==> src/rtl/alu_cmd_issuer_pkg.sv <==
// Shared definitions for the ALU command issuer: opcode encodings, default width, FSM states.
// Used by alu_cmd_issuer (optional feature macro: ALU_ISSUE_ZERO_FLAG_EN).
package alu_cmd_issuer_pkg;

   localparam int ALU_DATA_W = 8;

   localparam logic [1:0] ALU_OP_ADD = 2'd0;
   localparam logic [1:0] ALU_OP_SUB = 2'd1;
   localparam logic [1:0] ALU_OP_AND = 2'd2;
   localparam logic [1:0] ALU_OP_OR  = 2'd3;

   typedef enum logic [1:0] {
      S_IDLE = 2'd0,
      S_EXEC = 2'd1,
      S_CAPT = 2'd2,
      S_HOLD = 2'd3
   } issue_state_t;

endpackage

==> src/rtl/alu_cmd_fifo.sv <==
// Small command FIFO with a combinational head view so the issuer can load and pop on the same edge.
// Asynchronous active-low reset clears pointers and count; storage is not reset.
module alu_cmd_fifo #(
   parameter int WIDTH = 18,
   parameter int DEPTH = 4
) (
   input  logic             clk,
   input  logic             rst_n,
   input  logic             push,
   input  logic [WIDTH-1:0] wdata,
   input  logic             pop,
   output logic [WIDTH-1:0] rdata,
   output logic             full,
   output logic             empty
);

   localparam int AW = $clog2(DEPTH);

   logic [WIDTH-1:0] r_mem [DEPTH];
   logic [AW-1:0]    r_wr_ptr;
   logic [AW-1:0]    r_rd_ptr;
   logic [AW:0]      r_count;
   logic             w_do_push;
   logic             w_do_pop;

   assign full      = (r_count == (AW+1)'(DEPTH));
   assign empty     = (r_count == '0);
   assign w_do_push = push && !full;
   assign w_do_pop  = pop && !empty;
   assign rdata     = r_mem[r_rd_ptr];

   always_ff @(posedge clk) begin
      if (w_do_push) begin
         r_mem[r_wr_ptr] <= wdata;
      end
   end

   // Pointers are exactly log2(DEPTH) bits, so they wrap without compare logic.
   always_ff @(posedge clk or negedge rst_n) begin
      if (!rst_n) begin
         r_wr_ptr <= '0;
         r_rd_ptr <= '0;
         r_count  <= '0;
      end else begin
         if (w_do_push) begin
            r_wr_ptr <= r_wr_ptr + 1'b1;
         end
         if (w_do_pop) begin
            r_rd_ptr <= r_rd_ptr + 1'b1;
         end
         case ({w_do_push, w_do_pop})
            2'b10:   r_count <= r_count + 1'b1;
            2'b01:   r_count <= r_count - 1'b1;
            default: r_count <= r_count;
         endcase
      end
   end

endmodule

==> src/rtl/alu_cmd_issuer.sv <==
// Buffers ALU commands, issues them one at a time to a 1-cycle registered ALU and returns results in order.
// Optional: define ALU_ISSUE_ZERO_FLAG_EN to add the res_zero output.
module alu_cmd_issuer
   import alu_cmd_issuer_pkg::*;
#(
   parameter int DATA_W = ALU_DATA_W,
   parameter int DEPTH  = 4
) (
   input  logic              clk,
   input  logic              rst_n,
   input  logic              cmd_valid,
   output logic              cmd_ready,
   input  logic [DATA_W-1:0] cmd_a,
   input  logic [DATA_W-1:0] cmd_b,
   input  logic [1:0]        cmd_op,
   output logic [DATA_W-1:0] alu_a,
   output logic [DATA_W-1:0] alu_b,
   output logic [1:0]        alu_op,
   input  logic [DATA_W-1:0] alu_c,
   output logic              res_valid,
   input  logic              res_ready,
   output logic [DATA_W-1:0] res_data,
   output logic [1:0]        res_op,
   output logic              busy
`ifdef ALU_ISSUE_ZERO_FLAG_EN
   ,
   output logic              res_zero
`endif
);

   localparam int CMD_W = 2*DATA_W + 2;

   issue_state_t      r_state;
   logic [DATA_W-1:0] r_alu_a;
   logic [DATA_W-1:0] r_alu_b;
   logic [1:0]        r_alu_op;
   logic              r_res_valid;
   logic [DATA_W-1:0] r_res_data;
   logic [1:0]        r_res_op;
   logic [CMD_W-1:0]  w_head;
   logic              w_full;
   logic              w_empty;
   logic              w_push;
   logic              w_pop;

   assign cmd_ready = !w_full;
   assign w_push    = cmd_valid && !w_full;
   // The head is consumed exactly on the edges where the FSM loads the ALU operands.
   assign w_pop     = !w_empty && ((r_state == S_IDLE) || ((r_state == S_HOLD) && res_ready));

   alu_cmd_fifo #(
      .WIDTH (CMD_W),
      .DEPTH (DEPTH)
   ) u_fifo (
      .clk   (clk),
      .rst_n (rst_n),
      .push  (w_push),
      .wdata ({cmd_op, cmd_a, cmd_b}),
      .pop   (w_pop),
      .rdata (w_head),
      .full  (w_full),
      .empty (w_empty)
   );

`ifdef ALU_ISSUE_ZERO_FLAG_EN
   logic r_res_zero;
   assign res_zero = r_res_zero;

   always_ff @(posedge clk or negedge rst_n) begin
      if (!rst_n) begin
         r_res_zero <= 1'b0;
      end else if (r_state == S_CAPT) begin
         r_res_zero <= (alu_c == '0);
      end
   end
`endif

   always_ff @(posedge clk or negedge rst_n) begin
      if (!rst_n) begin
         r_state     <= S_IDLE;
         r_alu_a     <= '0;
         r_alu_b     <= '0;
         r_alu_op    <= '0;
         r_res_valid <= 1'b0;
         r_res_data  <= '0;
         r_res_op    <= '0;
      end else begin
         case (r_state)
            S_IDLE: begin
               if (!w_empty) begin
                  {r_alu_op, r_alu_a, r_alu_b} <= w_head;
                  r_state <= S_EXEC;
               end
            end
            S_EXEC: begin
               r_state <= S_CAPT;
            end
            S_CAPT: begin
               r_res_data  <= alu_c;
               r_res_op    <= r_alu_op;
               r_res_valid <= 1'b1;
               r_state     <= S_HOLD;
            end
            S_HOLD: begin
               if (res_ready) begin
                  r_res_valid <= 1'b0;
                  if (!w_empty) begin
                     {r_alu_op, r_alu_a, r_alu_b} <= w_head;
                     r_state <= S_EXEC;
                  end else begin
                     r_state <= S_IDLE;
                  end
               end
            end
            default: r_state <= S_IDLE;
         endcase
      end
   end

   assign alu_a     = r_alu_a;
   assign alu_b     = r_alu_b;
   assign alu_op    = r_alu_op;
   assign res_valid = r_res_valid;
   assign res_data  = r_res_data;
   assign res_op    = r_res_op;
   assign busy      = (r_state != S_IDLE) || !w_empty;

endmodule

==> config.mk <==
export PLATFORM = sky130hd
export DESIGN_NAME = alu_cmd_issuer
export DESIGN_NICKNAME = d
export VERILOG_FILES = /design/src/rtl/alu_cmd_issuer_pkg.sv /design/src/rtl/alu_cmd_fifo.sv /design/src/rtl/alu_cmd_issuer.sv
export SDC_FILE = /design/constraint.sdc
export NUM_CORES = 1
export LEC_CHECK = 0
export ABC_AREA = 1
export BUFFER_PORTS_ARGS = -buffer_cell sky130_fd_sc_hd__buf_4
export CAP_MARGIN = 40
export CORE_UTILIZATION = 35
export CTS_BUF_LIST = sky130_fd_sc_hd__clkbuf_2
export CTS_CLUSTER_SIZE = 16
export DETAILED_ROUTE_END_ITERATION = 16
export MAX_ROUTING_LAYER = met4
export PLACE_DENSITY_LB_ADDON = 0.12
export SLEW_MARGIN = 10
export SYNTH_ARGS = -nofsm -noshare
export SYNTH_HDL_FRONTEND = slang
export SYNTH_SLANG_ARGS = --single-unit
==> constraint.sdc <==
create_clock -name clk -period 5.47 [get_ports clk]
set_clock_uncertainty 0.2 [all_clocks]
set_input_delay 0.547 -clock clk [delete_from_list [all_inputs] [get_ports clk]]
set_output_delay 0.547 -clock clk [all_outputs]
set_load 0.1 [all_outputs]
# == Word level (Yosys, flattened, before mapping) ==
# Memory sizes are Yosys's and may differ from the RTL's.
# Cells that the tools add are included.
# classes
n_reduce_logical,18
addsub,4
n_eq_ne,8
n_mux,18
# op_table
cell,count
$mux 8,4
$pmux 8 s2,2
$mux 2,4
$pmux 2 s4,1
$reduce_bool 2->1,4
$eq 2x2->1 const B,3
$pmux 3 s2,1
$reduce_and 2->1,3
$logic_and 1x1->1,5
$add 2x1->2 const B,2
$eq 2x1->1 const B,2
$mux 1,4
$ne 2x2->1 const B,2
$pmux 2 s2,1
$add 3x1->3 const B,1
$eq 3x3->1 const B,1
$logic_not 3->1,1
$sub 3x1->3 const B,1
$logic_not 1->1,2
$logic_not 2->1,1
$logic_or 1x1->1,2
$pmux 1 s2,1
# totals
ff_bits,38
ram_bits,72
mem_count,1
# mem_list
memory,depth,word_bits,read_ports,rd_ports_with_merged_regs,wr,line_no,rtl
u_fifo.r_mem,4,18,1,0,1,alu_cmd_fifo.sv:19,logic [WIDTH-1:0] r_mem [DEPTH];

# == Longest topological paths before layout ==
# Gate-level depths: netlist of the first run.
# depth
depth_word,7
depth_mapped,11
ltp_nobuf,11

# == By module ==
# Synthesis of the first run repeated with hierarchy kept, for this count alone.
# hier_totals
cells_unflattened,401
hier_area_um2,4677.0
# by_module_without_submodules
mod,cells_each,area_per_inst_um2,instances
alu_cmd_fifo,270,3340.7,1
alu_cmd_issuer,131,1336.3,1

# == Worst setup path after synthesis of the first run ==
# Ideal clock, no wire load.
# synth_timing
path_kind,reg-to-reg
start,register u_fifo.r_count[0]
end,"memory u_fifo.r_mem[0][0], enable pin"
n_path_buf,0
path_slack_ns,2.655
required_time_ns,4.877
t_arrival_ns,2.222
setup_ns,0.393
stages_incl_launch_ff,5
period_less_slack_ns,2.815
path_cell_list,dfrtp_1 > nor2_2 > nand2_1 > nand2_2 > nor2_1
# synth_via
elab_chain_len,6
# synth_rtl
element,line_no,rtl
"start, declared",alu_cmd_fifo.sv:22,logic [AW:0] r_count;
"start signal, assigned",alu_cmd_fifo.sv:52,2'b10: r_count <= r_count + 1'b1;
"start signal, assigned",alu_cmd_fifo.sv:53,2'b01: r_count <= r_count - 1'b1;
"start signal, assigned",alu_cmd_fifo.sv:54,default: r_count <= r_count;
$eq 3x3->1 *,alu_cmd_fifo.sv:26,assign full = (r_count == (AW+1)'(DEPTH));
$logic_not 1->1 *,--,
named net cmd_ready,alu_cmd_issuer.sv:12,"output logic cmd_ready,"
$logic_and 1x1->1,alu_cmd_issuer.sv:47,assign w_push = cmd_valid && !w_full;
$logic_and 1x1->1 *,alu_cmd_fifo.sv:28,assign w_do_push = push && !full;
$mux 1 *,alu_cmd_fifo.sv:33,if (w_do_push) begin
$mux 1 (not written as such) *,alu_cmd_fifo.sv:34,r_mem[r_wr_ptr] <= wdata;
"end, declared",alu_cmd_fifo.sv:19,
# The timed path passes the listed nets; every way through them passes the cells marked *.

# == Worst setup path after layout of the first run ==
# layout_timing
start,register r_state[0]
end,output port busy
# layout_via
elab_chain_len,2
# layout_rtl
element,line_no,rtl
"start, declared",alu_cmd_issuer.sv:33,issue_state_t r_state;
"start signal, assigned",alu_cmd_issuer.sv:80,r_state <= S_IDLE;
"start signal, assigned",alu_cmd_issuer.sv:92,r_state <= S_EXEC;
"start signal, assigned",alu_cmd_issuer.sv:96,r_state <= S_CAPT;
$reduce_bool 2->1,alu_cmd_issuer.sv:126,assign busy = (r_state != S_IDLE) || !w_empty;
$logic_or 1x1->1,alu_cmd_issuer.sv:126,
"end, declared",alu_cmd_issuer.sv:24,output logic busy
# Every way passes these cells.

==> results of run 1 <==
[logic make-up (layout without fill, tap and decap cells)]
group	after synthesis	count (layout)	synth area share
adders and majority gates	10	10	0.0288
muxes	10	10	0.0245
DFF	110	110	0.676
xor gates and xnor gates	4	4	0.00761
and+or+nand+nor	230	230	0.207
buffers and inverters	49	147	0.0486
AOI/OAI and AO/OA	6	6	0.00706
other	0	1	0
[tightest hold or removal path: cells and delay by family]
family        cells  cell delay, ns
xor+xnor          1            0.08
simple gates      1            0.15
buf+inv           1            0.11
[routing by layer]
metal | routed length (um) | global-route usage | vias to the layer above
met1 | 4350 | 0.184 | 1422
met4 | 189 | 0.0827 | 0
met2 | 4400 | 0.246 | 48
li1 | - | - | 1526
met3 | 262 | 0.0280 | 11
met5 | 0 | - | -
[area by class of cell]
class | count | area [um2] | area share
inverters | 36 | 138 | 0.0243
flip-flops and latches | 110 | 3110 | 0.549
clock inverters | 6 | 77.6 | 0.0137
multi-input cells | 260 | 1270 | 0.224
clock buffers | 10 | 50.0 | 0.00883
well taps | 172 | 215 | 0.0380
repair buffers | 95 | 803 | 0.142
diodes | 1 | 2.50 | 0.000442
[state kept, by name (all words and copies together) (netlist names), 2 cells and up]
register	count
alu_a	8
alu_b	8
alu_op	2
r_state	2
res_data	8
res_op	2
u_fifo.r_count	3
u_fifo.r_mem	72
u_fifo.r_rd_ptr	2
u_fifo.r_wr_ptr	2
[stage by stage]
step,cell area (um2),std cells,utilization,setup WS (ns)
2_1_floorplan,4600,419,-,2.66
3_3_place_gp,5230,644,0.411,3.12
3_5_place_dp,5260,645,0.413,3.09
4_1_cts,5660,689,0.445,2.83
5_1_grt,5670,690,0.445,2.74
6_report,5670,690,0.445,2.90
[how the worst min path moves through the flow]
stage	slack, ns	cells after the start	end
finish	0.09	3	u_fifo.r_wr_ptr[0]$_DFFE_PN0P_
global route	0.04	3	u_fifo.r_wr_ptr[0]$_DFFE_PN0P_
CTS	0.05	3	u_fifo.r_wr_ptr[0]$_DFFE_PN0P_
detailed placement	0.27	2	alu_a[3]$_DFFE_PN0P_
global placement	0.26	2	alu_a[3]$_DFFE_PN0P_
floorplan	0.05	0	alu_a[0]$_DFFE_PN0P_
[Yosys cell counts, types with 2 or more instances]
library cell                 n
sky130_fd_sc_hd__dfrtp_1    38
sky130_fd_sc_hd__inv_1      32
sky130_fd_sc_hd__xor2_1      2
sky130_fd_sc_hd__nor2_1      9
sky130_fd_sc_hd__edfxtp_1   72
sky130_fd_sc_hd__nand3_1    20
sky130_fd_sc_hd__nand2_2     2
sky130_fd_sc_hd__buf_4       2
sky130_fd_sc_hd__ha_1        9
sky130_fd_sc_hd__clkbuf_1    2
sky130_fd_sc_hd__xnor2_1     2
sky130_fd_sc_hd__buf_2       5
sky130_fd_sc_hd__nand2_1   179
sky130_fd_sc_hd__mux2_2     10
sky130_fd_sc_hd__inv_2       3
sky130_fd_sc_hd__a21oi_1     2
sky130_fd_sc_hd__o21ai_1     2
sky130_fd_sc_hd__buf_6       3
sky130_fd_sc_hd__or2_2      16
==> tab_implementation.tex, run 1 <==
\begin{tabular}{lr}
\hline
Metric & Value \\
\hline
\multicolumn{2}{l}{\textbf{Worst setup path}} \\
Reg-to-reg slack, setup & 3.07 ns \\
RR Endpoint & u\_fifo.r\_count[2]\$\_DFFE\_PN0P\_ \\
CP Depth & 4 \\
Launching element type of the critical path & register \\
Crit path required time & 4.72 ns \\
Origin of the critical flop-to-flop path & r\_state[0]\$\_DFFE\_PN0P\_ \\
Critical Path Max Stage Delay & 0.45 ns \\
Startpoint of the most critical setup path & r\_state[0]\$\_DFFE\_PN0P\_ \\
Arrival time of the worst setup path & 1.82 ns \\
R2R depth & 11 \\
Critical path, cell by cell & inv\_1 -> ha\_1 -> nand3\_1 -> buf\_4 \\
Worst path bufs/invs & 2 \\
Worst Setup End Kind & output port \\
Largest driver fanout on the critical path & 4 \\
Largest delay share family, worst path & flip-flops \\
Startpoint-to-endpoint class of the critical path & reg2out \\
Capturing instance or port of the critical path & busy \\
Cell type of the slowest stage on the worst timing path & sky130\_fd\_sc\_hd\_\_dfrtp\_1 \\
\multicolumn{2}{l}{\textbf{Timing}} \\
Achievable clock frequency & 0.389 GHz \\
Final number of hold-violating endpoints & 0 \\
Unrepaired setup endpoints after global routing & false \\
Post-route minimum period & 2.57 ns \\
Period utilization & 0.469 \\
Worst Tran Pin Value & 0.513 ns \\
Worst hold slack across all endpoints & 0.0942 ns \\
Setup Total Neg Slack & 0 ns \\
Slew Viols, Final & 0 \\
Final Setup Violations & 0 \\
Worst rel slew slack & 0.658 \\
\multicolumn{2}{l}{\textbf{CTS}} \\
Clock tree from TritonCTS & done \\
Resize count post-CTS & 0 \\
Clock transition at the registers of the reported paths & 0.26 ns \\
Number of buffers inserted to repair setup after CTS & 0 \\
Clk Latency, worst-skew pair & 0.59 ns \\
Deepest level of the CTS H-tree & 3 \\
Hold-fix buffers, CTS & 28 \\
Number of buffers on the longest clock path & 2 \\
Number of CTS-inserted buffers & 9 \\
Clock Tree Root & sky130\_fd\_sc\_hd\_\_clkbuf\_2 \\
Sinks on Clock Net & 110 \\
\multicolumn{2}{l}{\textbf{Route}} \\
Number of search-and-repair iterations in the first detailed-routing pass & 4 \\
Routed vias & 3007 \\
DRC violations left & 0 \\
Routed wire length per instance & 13.3 um \\
Number of nets still failing antenna checks after routing & 0 \\
Initial detailed-routing violation count & 111 \\
Total length of routed wires & 9200 um \\
Routed vias/inst & 4.36 \\
\multicolumn{2}{l}{\textbf{Logic synthesis}} \\
Share of async-settable or async-resettable flops after synthesis & 0.345 \\
YS warnings & 0 \\
Number of unique standard cell types used by synthesis & 28 \\
Share of the synthesized area in the top cell type & 0.470 \\
Average cell area after synthesis & 11.0 um2 \\
Sequential-to-total area share from yosys stat & 0.676 \\
Post-synthesis cell area & 4600 um2 \\
Largest cells by area after synthesis & sky130\_fd\_sc\_hd\_\_edfxtp\_1 (47\%), sky130\_fd\_sc\_hd\_\_dfrtp\_1 (21\%), sky130\_fd\_sc\_hd\_\_nand2\_1 (15\%) \\
Library cell with the largest summed area after synthesis & sky130\_fd\_sc\_hd\_\_edfxtp\_1 \\
Top FF cell, synth & sky130\_fd\_sc\_hd\_\_edfxtp\_1 \\
Count of flip-flops with a built-in enable after synthesis & 72 \\
Synth Instances & 419 \\
Flops \& latches, synth & 110 \\
Synthesized net count & 459 \\
\multicolumn{2}{l}{\textbf{Global route}} \\
Largest net degree at the start of global routing & 39 \\
Number of antenna violations at the first check in global routing & 1 \\
Global-route wire length before repair & 14600 um \\
Overall routing resource usage & 0.153 \\
Via count of the first global-routing pass & 2834 \\
Overflow left after global routing & 0 \\
\multicolumn{2}{l}{\textbf{Cells and area}} \\
Most used cells in the layout excluding fill and tap cells & sky130\_fd\_sc\_hd\_\_nand2\_1 (179), sky130\_fd\_sc\_hd\_\_edfxtp\_1 (72), sky130\_fd\_sc\_hd\_\_buf\_4 (66) \\
Area growth from synthesis to final layout & 23.1\% \\
Number of inserted filler cells in the final layout & 1230 \\
Net total in the final layout & 552 \\
Ratio of cells with drive above 1 in the final layout & 0.222 \\
Most frequent standard cell in the layout excluding fill and tap cells & sky130\_fd\_sc\_hd\_\_nand2\_1 \\
\multicolumn{2}{l}{\textbf{Floorplan}} \\
\# rows & 41 \\
Area of the core & 12700 um2 \\
Count of pins on the block boundary & 61 \\
Initial core utilization & 0.362 \\
Width of the chip & 117 um \\
Floorplan die area & 13600 um2 \\
Height of the die & 117 um \\
\multicolumn{2}{l}{\textbf{Place}} \\
Routability congestion estimate from global placement & 0.747 \\
Total half-perimeter wirelength after legalization and detailed placement & 5490 um \\
Quantity of I/O buffers inserted on ports & 60 \\
\multicolumn{2}{l}{\textbf{Worst hold path}} \\
Path type of the worst min-delay path & in2reg \\
Beginning of the worst hold path & cmd\_valid \\
\multicolumn{2}{l}{\textbf{Run status}} \\
Status & completed \\
\multicolumn{2}{l}{\textbf{Job}} \\
Max capacitance violation total & 0 \\
\hline
\end{tabular}
Power of run 1 is left out: the tool's default activity adds up to more than one toggle a clock period on the data nets, which glitch-free logic cannot reach.
==> inputs of run 2 (changes only) <==
Clock period 5.47 ns to 2.2 ns, I/O delays scaled along.
==> tab_implementation.tex, run 2 (synthesis gave the netlist of run 1 again) <==
\begin{tabular}{lr}
\hline
Metric & Value \\
\hline
\multicolumn{2}{l}{\textbf{Place}} \\
Placed cell count & 651 (+0.93\%) \\
Dpl ws & -0.0726 ns (-3.16 ns) \\
Quantity of I/O buffers inserted on ports & 60 (unchanged) \\
Routability congestion estimate from global placement & 0.736 (-1.5\%) \\
Total half-perimeter wirelength after legalization and detailed placement & 5560 um (+1.2\%) \\
Standard cell area after detailed placement & 5320 um2 (+1.1\%) \\
\multicolumn{2}{l}{\textbf{Route}} \\
Number of nets still failing antenna checks after routing & 0 (unchanged) \\
Number of search-and-repair iterations in the first detailed-routing pass & 4 (unchanged) \\
DRC violations left & 0 (unchanged) \\
Routed vias/inst & 4.37 (+0.30\%) \\
Routed vias & 3064 (+1.9\%) \\
Initial detailed-routing violation count & 116 (+4.5\%) \\
Routed wire length per instance & 13.7 um (+2.7\%) \\
Total length of routed wires & 9600 um (+4.4\%) \\
\multicolumn{2}{l}{\textbf{Worst setup path}} \\
Largest delay share family, worst path & adder cells \\
Critical Path Max Stage Delay & 0.49 ns (+0.04 ns) \\
Largest driver fanout on the critical path & 4 (unchanged) \\
Cell type of the slowest stage on the worst timing path & sky130\_fd\_sc\_hd\_\_dfrtp\_1 \\
Reg-to-reg slack, setup & 0.06 ns (-3.01 ns) \\
Arrival time of the worst setup path & 2.48 ns (+0.66 ns) \\
Worst path bufs/invs & 2 (unchanged) \\
Worst Setup End Kind & register \\
Startpoint-to-endpoint class of the critical path & reg2reg \\
Launching element type of the critical path & register \\
Crit path required time & 2.54 ns (-2.18 ns) \\
Origin of the critical flop-to-flop path & r\_state[0]\$\_DFFE\_PN0P\_ \\
Critical path, cell by cell & ha\_2 -> nand2\_2 -> inv\_2 -> o21ai\_4 -> inv\_2 -> ha\_4 -> fa\_2 -> nand2\_1 -> nand2\_1 -> nor2\_1 -> xor2\_1 \\
RR Endpoint & u\_fifo.r\_count[2]\$\_DFFE\_PN0P\_ \\
R2R depth & 11 (unchanged) \\
\multicolumn{2}{l}{\textbf{Cells and area}} \\
Ratio of cells with drive above 1 in the final layout & 0.268 (+0.0460) \\
Most frequent standard cell in the layout excluding fill and tap cells & sky130\_fd\_sc\_hd\_\_nand2\_1 \\
Largest register by flop count & u\_fifo.r\_mem \\
Net total in the final layout & 564 (+2.2\%) \\
Final instance area & 5880 um2 (+3.8\%) \\
Number of inserted filler cells in the final layout & 1212 (-1.5\%) \\
Final non-filler cell total & 701 (+1.6\%) \\
Number of antenna cells inserted & 0 (-1) \\
Area growth from synthesis to final layout & 27.7\% \\
Flip-flop count of the largest register after layout & 72 (unchanged) \\
Area of combinational cells with multiple inputs & 1340 um2 (+5.8\%) \\
Most used cells in the layout excluding fill and tap cells & sky130\_fd\_sc\_hd\_\_nand2\_1 (177), sky130\_fd\_sc\_hd\_\_buf\_4 (73), sky130\_fd\_sc\_hd\_\_edfxtp\_1 (72) \\
Register area & 3110 um2 (unchanged) \\
\multicolumn{2}{l}{\textbf{CTS}} \\
Number of CTS-inserted buffers & 9 (unchanged) \\
Sinks on Clock Net & 110 (unchanged) \\
Clock Tree Root & sky130\_fd\_sc\_hd\_\_clkbuf\_2 \\
Number of buffers on the longest clock path & 2 (unchanged) \\
Clk Latency, worst-skew pair & 0.59 ns (about the same) \\
Deepest level of the CTS H-tree & 3 (unchanged) \\
Clock tree from TritonCTS & done \\
Clock transition at the registers of the reported paths & 0.29 ns (+0.03 ns) \\
\multicolumn{2}{l}{\textbf{Floorplan}} \\
Area of the core & 12700 um2 (unchanged) \\
Height of the die & 117 um (unchanged) \\
\# rows & 41 (unchanged) \\
Floorplan die area & 13600 um2 (unchanged) \\
Count of pins on the block boundary & 61 (unchanged) \\
Width of the chip & 117 um (unchanged) \\
Initial core utilization & 0.362 (unchanged) \\
\multicolumn{2}{l}{\textbf{Global route}} \\
Fraction of met2 tracks used by global routing & 0.267 (+0.0209) \\
Largest net degree at the start of global routing & 40 (+2.6\%) \\
Overflow left after global routing & 0 (unchanged) \\
Fraction of met1 tracks used by global routing & 0.200 (+0.0162) \\
Global-route wire length before repair & 15700 um (+7.7\%) \\
Routing usage on met3 & 0.0343 (+0.00623) \\
Global routing's busiest layer & met2 \\
Via count of the first global-routing pass & 3044 (+7.4\%) \\
Number of antenna violations at the first check in global routing & 0 (-1) \\
Overall routing resource usage & 0.165 (+0.0115) \\
\multicolumn{2}{l}{\textbf{Timing}} \\
Period utilization & 0.973 \\
Unrepaired setup endpoints after global routing & true \\
Post-route minimum period & 2.14 ns \\
Worst Tran Pin Value & 0.457 ns (-0.0560 ns) \\
Achievable clock frequency & 0.467 GHz \\
Final number of hold-violating endpoints & 0 (unchanged) \\
Worst hold slack across all endpoints & 0.137 ns (+0.0425 ns) \\
Final Setup Violations & 0 (unchanged) \\
Slew Viols, Final & 0 (unchanged) \\
Worst rel slew slack & 0.695 (+0.0373) \\
Min setup slack post-route & 0.0595 ns (-2.84 ns) \\
\multicolumn{2}{l}{\textbf{Worst hold path}} \\
Path type of the worst min-delay path & in2reg \\
Min-Delay Endpoint & u\_fifo.r\_mem[2][3]\$\_DFFE\_PP\_ \\
Cell depth of the worst hold path & 2 (-1) \\
Beginning of the worst hold path & cmd\_b[3] \\
\multicolumn{2}{l}{\textbf{Job}} \\
Max capacitance violation total & 0 (unchanged) \\
\multicolumn{2}{l}{\textbf{Run status}} \\
Status & completed \\
\hline
\end{tabular}
run 2: worst max-delay path by stage:
stage / start / endpoint / slack [ns] / cells past startpoint
floorplan: r_state[0]$_DFFE_PN0P_ / r_state[0]$_DFFE_PN0P_ / 0.006 / 5
global placement: r_state[0]$_DFFE_PN0P_ / u_fifo.r_count[2]$_DFFE_PN0P_ / 0.02 / 11
detailed placement: r_state[0]$_DFFE_PN0P_ / u_fifo.r_count[2]$_DFFE_PN0P_ / -0.07 / 11
CTS: r_state[0]$_DFFE_PN0P_ / u_fifo.r_count[2]$_DFFE_PN0P_ / 0.001 / 11
global route: r_state[0]$_DFFE_PN0P_ / u_fifo.r_count[2]$_DFFE_PN0P_ / -0.06 / 11
finish: r_state[0]$_DFFE_PN0P_ / u_fifo.r_count[2]$_DFFE_PN0P_ / 0.06 / 11
run 2: final cells by class:
class,instances,area share
timing repair buffer,107,0.156
clock inverter,5,0.0168
clock buffer,11,0.00936
multi-input combinational,260,0.228
inverter,36,0.0234
sequential,110,0.529
tap,172,0.0366
run 2: through the flow:
stage	TNS, ns	utilization
floorplan	0	-
global placement	0	0.418
detailed placement	-0.0726	0.418
CTS	0	0.460
global route	-0.0582	0.462
finish	0	0.462
run 2: metal layers:
metal,part of all wire,up-vias,wire length [um]
met3,0.044,13,418
met5,0,-,0
met4,0.016,0,156
li1,-,1542,-
met1,0.46,1447,4400
met2,0.48,62,4630
run 2: timing repair:
action,in CTS,in global routing
pin swaps,3,4
gates resized for setup,13,5
endpoints found under the hold margin,130,0
setup buffers,3,0
setup endpoints to repair,2,3
hold buffers,31,0
Power of run 2 is left out for the same reason.
==> inputs of run 3 (changes only) <==
Settings changed: ABC_AREA 1 to default.
==> tab_implementation.tex, run 3 <==
\begin{tabular}{lr}
\hline
Metric & Value \\
\hline
\multicolumn{2}{l}{\textbf{Run status}} \\
Status & completed \\
\multicolumn{2}{l}{\textbf{Route}} \\
Number of search-and-repair iterations in the first detailed-routing pass & 6 (+2) \\
Routed vias & 2249 (-27\%) \\
Number of nets still failing antenna checks after routing & 0 (unchanged) \\
DRC violations left & 0 (unchanged) \\
Total length of routed wires & 7830 um (-18\%) \\
Routed wire length per instance & 16.4 um (+20\%) \\
Routed vias/inst & 4.71 (+7.6\%) \\
Initial detailed-routing violation count & 55 (-53\%) \\
\multicolumn{2}{l}{\textbf{Worst hold path}} \\
Min-Delay Endpoint & u\_fifo.r\_mem[0][5]\$\_DFFE\_PP\_ \\
Path type of the worst min-delay path & in2reg \\
Beginning of the worst hold path & cmd\_b[5] \\
Cell depth of the worst hold path & 2 (unchanged) \\
\multicolumn{2}{l}{\textbf{Timing}} \\
Worst Tran Pin Value & 0.548 ns (+0.0909 ns) \\
Post-route minimum period & 2.18 ns (+0.0382 ns) \\
Unrepaired setup endpoints after global routing & true \\
Setup Total Neg Slack & 0 ns (unchanged) \\
Final number of hold-violating endpoints & 0 (unchanged) \\
Final Setup Violations & 0 (unchanged) \\
Achievable clock frequency & 0.459 GHz (-1.8\%) \\
Worst rel slew slack & 0.634 (-0.0606) \\
Slew Viols, Final & 0 (unchanged) \\
Period utilization & 0.990 (+0.0174) \\
\multicolumn{2}{l}{\textbf{Global route}} \\
Number of antenna violations at the first check in global routing & 0 (unchanged) \\
Overflow left after global routing & 0 (unchanged) \\
Overall routing resource usage & 0.143 (-0.0221) \\
Largest net degree at the start of global routing & 39 (-2.5\%) \\
Global-route wire length before repair & 12800 um (-19\%) \\
Via count of the first global-routing pass & 2365 (-22\%) \\
\multicolumn{2}{l}{\textbf{CTS}} \\
Number of CTS-inserted buffers & 9 (unchanged) \\
Clock Tree Root & sky130\_fd\_sc\_hd\_\_clkbuf\_2 \\
Number of buffers on the longest clock path & 2 (unchanged) \\
Clk Latency, worst-skew pair & 0.59 ns (about the same) \\
Clock tree from TritonCTS & done \\
Sinks on Clock Net & 110 (unchanged) \\
Deepest level of the CTS H-tree & 3 (unchanged) \\
Clock transition at the registers of the reported paths & 0.29 ns (about the same) \\
\multicolumn{2}{l}{\textbf{Cells and area}} \\
Most used cells in the layout excluding fill and tap cells & sky130\_fd\_sc\_hd\_\_buf\_4 (75), sky130\_fd\_sc\_hd\_\_edfxtp\_1 (72), sky130\_fd\_sc\_hd\_\_dfrtp\_1 (36) \\
Area growth from synthesis to final layout & 29.8\% \\
Most frequent standard cell in the layout excluding fill and tap cells & sky130\_fd\_sc\_hd\_\_buf\_4 \\
Net total in the final layout & 366 (-35\%) \\
Number of antenna cells inserted & 0 (unchanged) \\
Largest register by flop count & u\_fifo.r\_mem \\
Ratio of cells with drive above 1 in the final layout & 0.495 (+0.227) \\
Flip-flop count of the largest register after layout & 72 (unchanged) \\
Number of inserted filler cells in the final layout & 1071 (-12\%) \\
\multicolumn{2}{l}{\textbf{Worst setup path}} \\
Origin of the critical flop-to-flop path & u\_fifo.r\_count[0]\$\_DFFE\_PN0P\_ \\
Reg-to-reg slack, setup & 0.02 ns (-0.04 ns) \\
R2R depth & 6 (-5) \\
Launching element type of the critical path & register \\
Critical path, cell by cell & or3b\_4 -> and2\_4 -> inv\_2 -> ha\_4 -> fa\_2 -> mux2\_4 \\
Startpoint-to-endpoint class of the critical path & reg2reg \\
Worst path bufs/invs & 1 (-1) \\
Arrival time of the worst setup path & 2.49 ns (about the same) \\
Critical Path Max Stage Delay & 0.48 ns (about the same) \\
Crit path required time & 2.51 ns (-0.03 ns) \\
RR Endpoint & u\_fifo.r\_count[1]\$\_DFFE\_PN0P\_ \\
Worst Setup End Kind & register \\
Largest delay share family, worst path & simple AND/OR/NAND/NOR gates \\
Largest driver fanout on the critical path & 3 (-1) \\
Cell type of the slowest stage on the worst timing path & sky130\_fd\_sc\_hd\_\_dfrtp\_2 \\
\multicolumn{2}{l}{\textbf{Logic synthesis}} \\
Count leader, synth & sky130\_fd\_sc\_hd\_\_edfxtp\_1 \\
Share of the synthesized area in the top cell type & 0.505 (+0.0358) \\
Library cell with the largest summed area after synthesis & sky130\_fd\_sc\_hd\_\_edfxtp\_1 \\
Count of flip-flops with a built-in enable after synthesis & 72 (unchanged) \\
Top FF cell, synth & sky130\_fd\_sc\_hd\_\_edfxtp\_1 \\
Synth Instances & 209 (-50\%) \\
Share of async-settable or async-resettable flops after synthesis & 0.345 (unchanged) \\
YS warnings & 0 (unchanged) \\
Average cell area after synthesis & 20.5 um2 (+86\%) \\
Number of unique standard cell types used by synthesis & 28 (unchanged) \\
Sequential-to-total area share from yosys stat & 0.728 (+0.0516) \\
Flops \& latches, synth & 110 (unchanged) \\
Synthesized net count & 249 (-46\%) \\
Largest cells by area after synthesis & sky130\_fd\_sc\_hd\_\_edfxtp\_1 (51\%), sky130\_fd\_sc\_hd\_\_dfrtp\_1 (22\%), sky130\_fd\_sc\_hd\_\_mux4\_2 (9.5\%) \\
Synth cell count leaders & sky130\_fd\_sc\_hd\_\_edfxtp\_1 (72), sky130\_fd\_sc\_hd\_\_dfrtp\_1 (38), sky130\_fd\_sc\_hd\_\_mux2\_2 (30) \\
Post-synthesis cell area & 4280 um2 (-7.1\%) \\
\multicolumn{2}{l}{\textbf{Floorplan}} \\
Count of pins on the block boundary & 61 (unchanged) \\
\# rows & 40 (-2.4\%) \\
Height of the die & 113 um (-3.5\%) \\
Area of the core & 12000 um2 (-6.0\%) \\
Width of the chip & 113 um (-3.5\%) \\
Floorplan die area & 12700 um2 (-7.0\%) \\
Initial core utilization & 0.358 (-0.00428) \\
\multicolumn{2}{l}{\textbf{Job}} \\
Max capacitance violation total & 0 (unchanged) \\
\multicolumn{2}{l}{\textbf{Place}} \\
Routability congestion estimate from global placement & 0.724 (-1.6\%) \\
Total half-perimeter wirelength after legalization and detailed placement & 4590 um (-17\%) \\
Quantity of I/O buffers inserted on ports & 60 (unchanged) \\
\hline
\end{tabular}
## run 3: logic make-up after synthesis
logic type,synth area share
adders and majority gates,0.0310
buffers and inverters,0.0137
muxes,0.177
xor gates and xnor gates,0.0123
and+or+nand+nor,0.0281
DFF,0.728
AOI/OAI and AO/OA,0.00995
## run 3: metal layers
metal	track usage	routed length [um]	share of wire
met1	0.167	3570	0.46
met2	0.235	3930	0.50
met3	0.0464	293	0.037
met4	0.0427	44	0.0056
met5	-	0	0
## run 3: worst reg2reg max path, cell delays in order (launching register included)
cell	delay, ns
sky130_fd_sc_hd__dfrtp_2	0.48
sky130_fd_sc_hd__or3b_4	0.40
sky130_fd_sc_hd__and2_4	0.15
sky130_fd_sc_hd__inv_2	0.06
sky130_fd_sc_hd__ha_4	0.14
sky130_fd_sc_hd__fa_2	0.41
sky130_fd_sc_hd__mux2_4	0.27
## run 3: layout make-up
class,count,area [um2],area share
clock buffer,9,45.0,0.00811
multi-input combinational,87,1140,0.205
clock inverter,7,70.1,0.0126
inverter,6,22.5,0.00406
sequential,110,3120,0.561
timing repair buffer,112,977,0.176
tap,147,184,0.0331
## run 3: repair_timing
action / CTS / global route
endpoints found under the hold margin: 127 / 0
pin swaps: 3 / 2
buffers inserted: 6 / 1
gates resized for setup: 16 / 1
hold buffers: 31 / 0
endpoints found under the setup margin: 4 / 4
## run 3: stage by stage
step	util	worst slack, ns	instances	area (um2)	hold slack [ns]
after CTS	0.464	-0.0689	477	5550	0.0740
after global placement	0.419	0.0373	424	5010	0.0433
after detailed placement	0.419	0.00761	424	5010	0.0434
after global routing	0.464	-0.114	478	5550	0.0502
final	0.464	0.0212	478	5550	0.148
after floorplan	-	-0.187	209	4300	-0.276
## run 3: how the worst max path moves through the flow
stage          cells after the start                       endpoint                          start
2_1_floorplan                      8  u_fifo.r_count[2]$_DFFE_PN0P_  u_fifo.r_count[2]$_DFFE_PN0P_
3_3_place_gp                       9  u_fifo.r_count[2]$_DFFE_PN0P_         r_state[1]$_DFFE_PN0P_
3_5_place_dp                       9  u_fifo.r_count[2]$_DFFE_PN0P_         r_state[1]$_DFFE_PN0P_
4_1_cts                            3                      cmd_ready  u_fifo.r_count[0]$_DFFE_PN0P_
5_1_grt                            3                      cmd_ready  u_fifo.r_count[0]$_DFFE_PN0P_
6_report                           6  u_fifo.r_count[1]$_DFFE_PN0P_  u_fifo.r_count[0]$_DFFE_PN0P_
Power of run 3 is left out for the same reason.
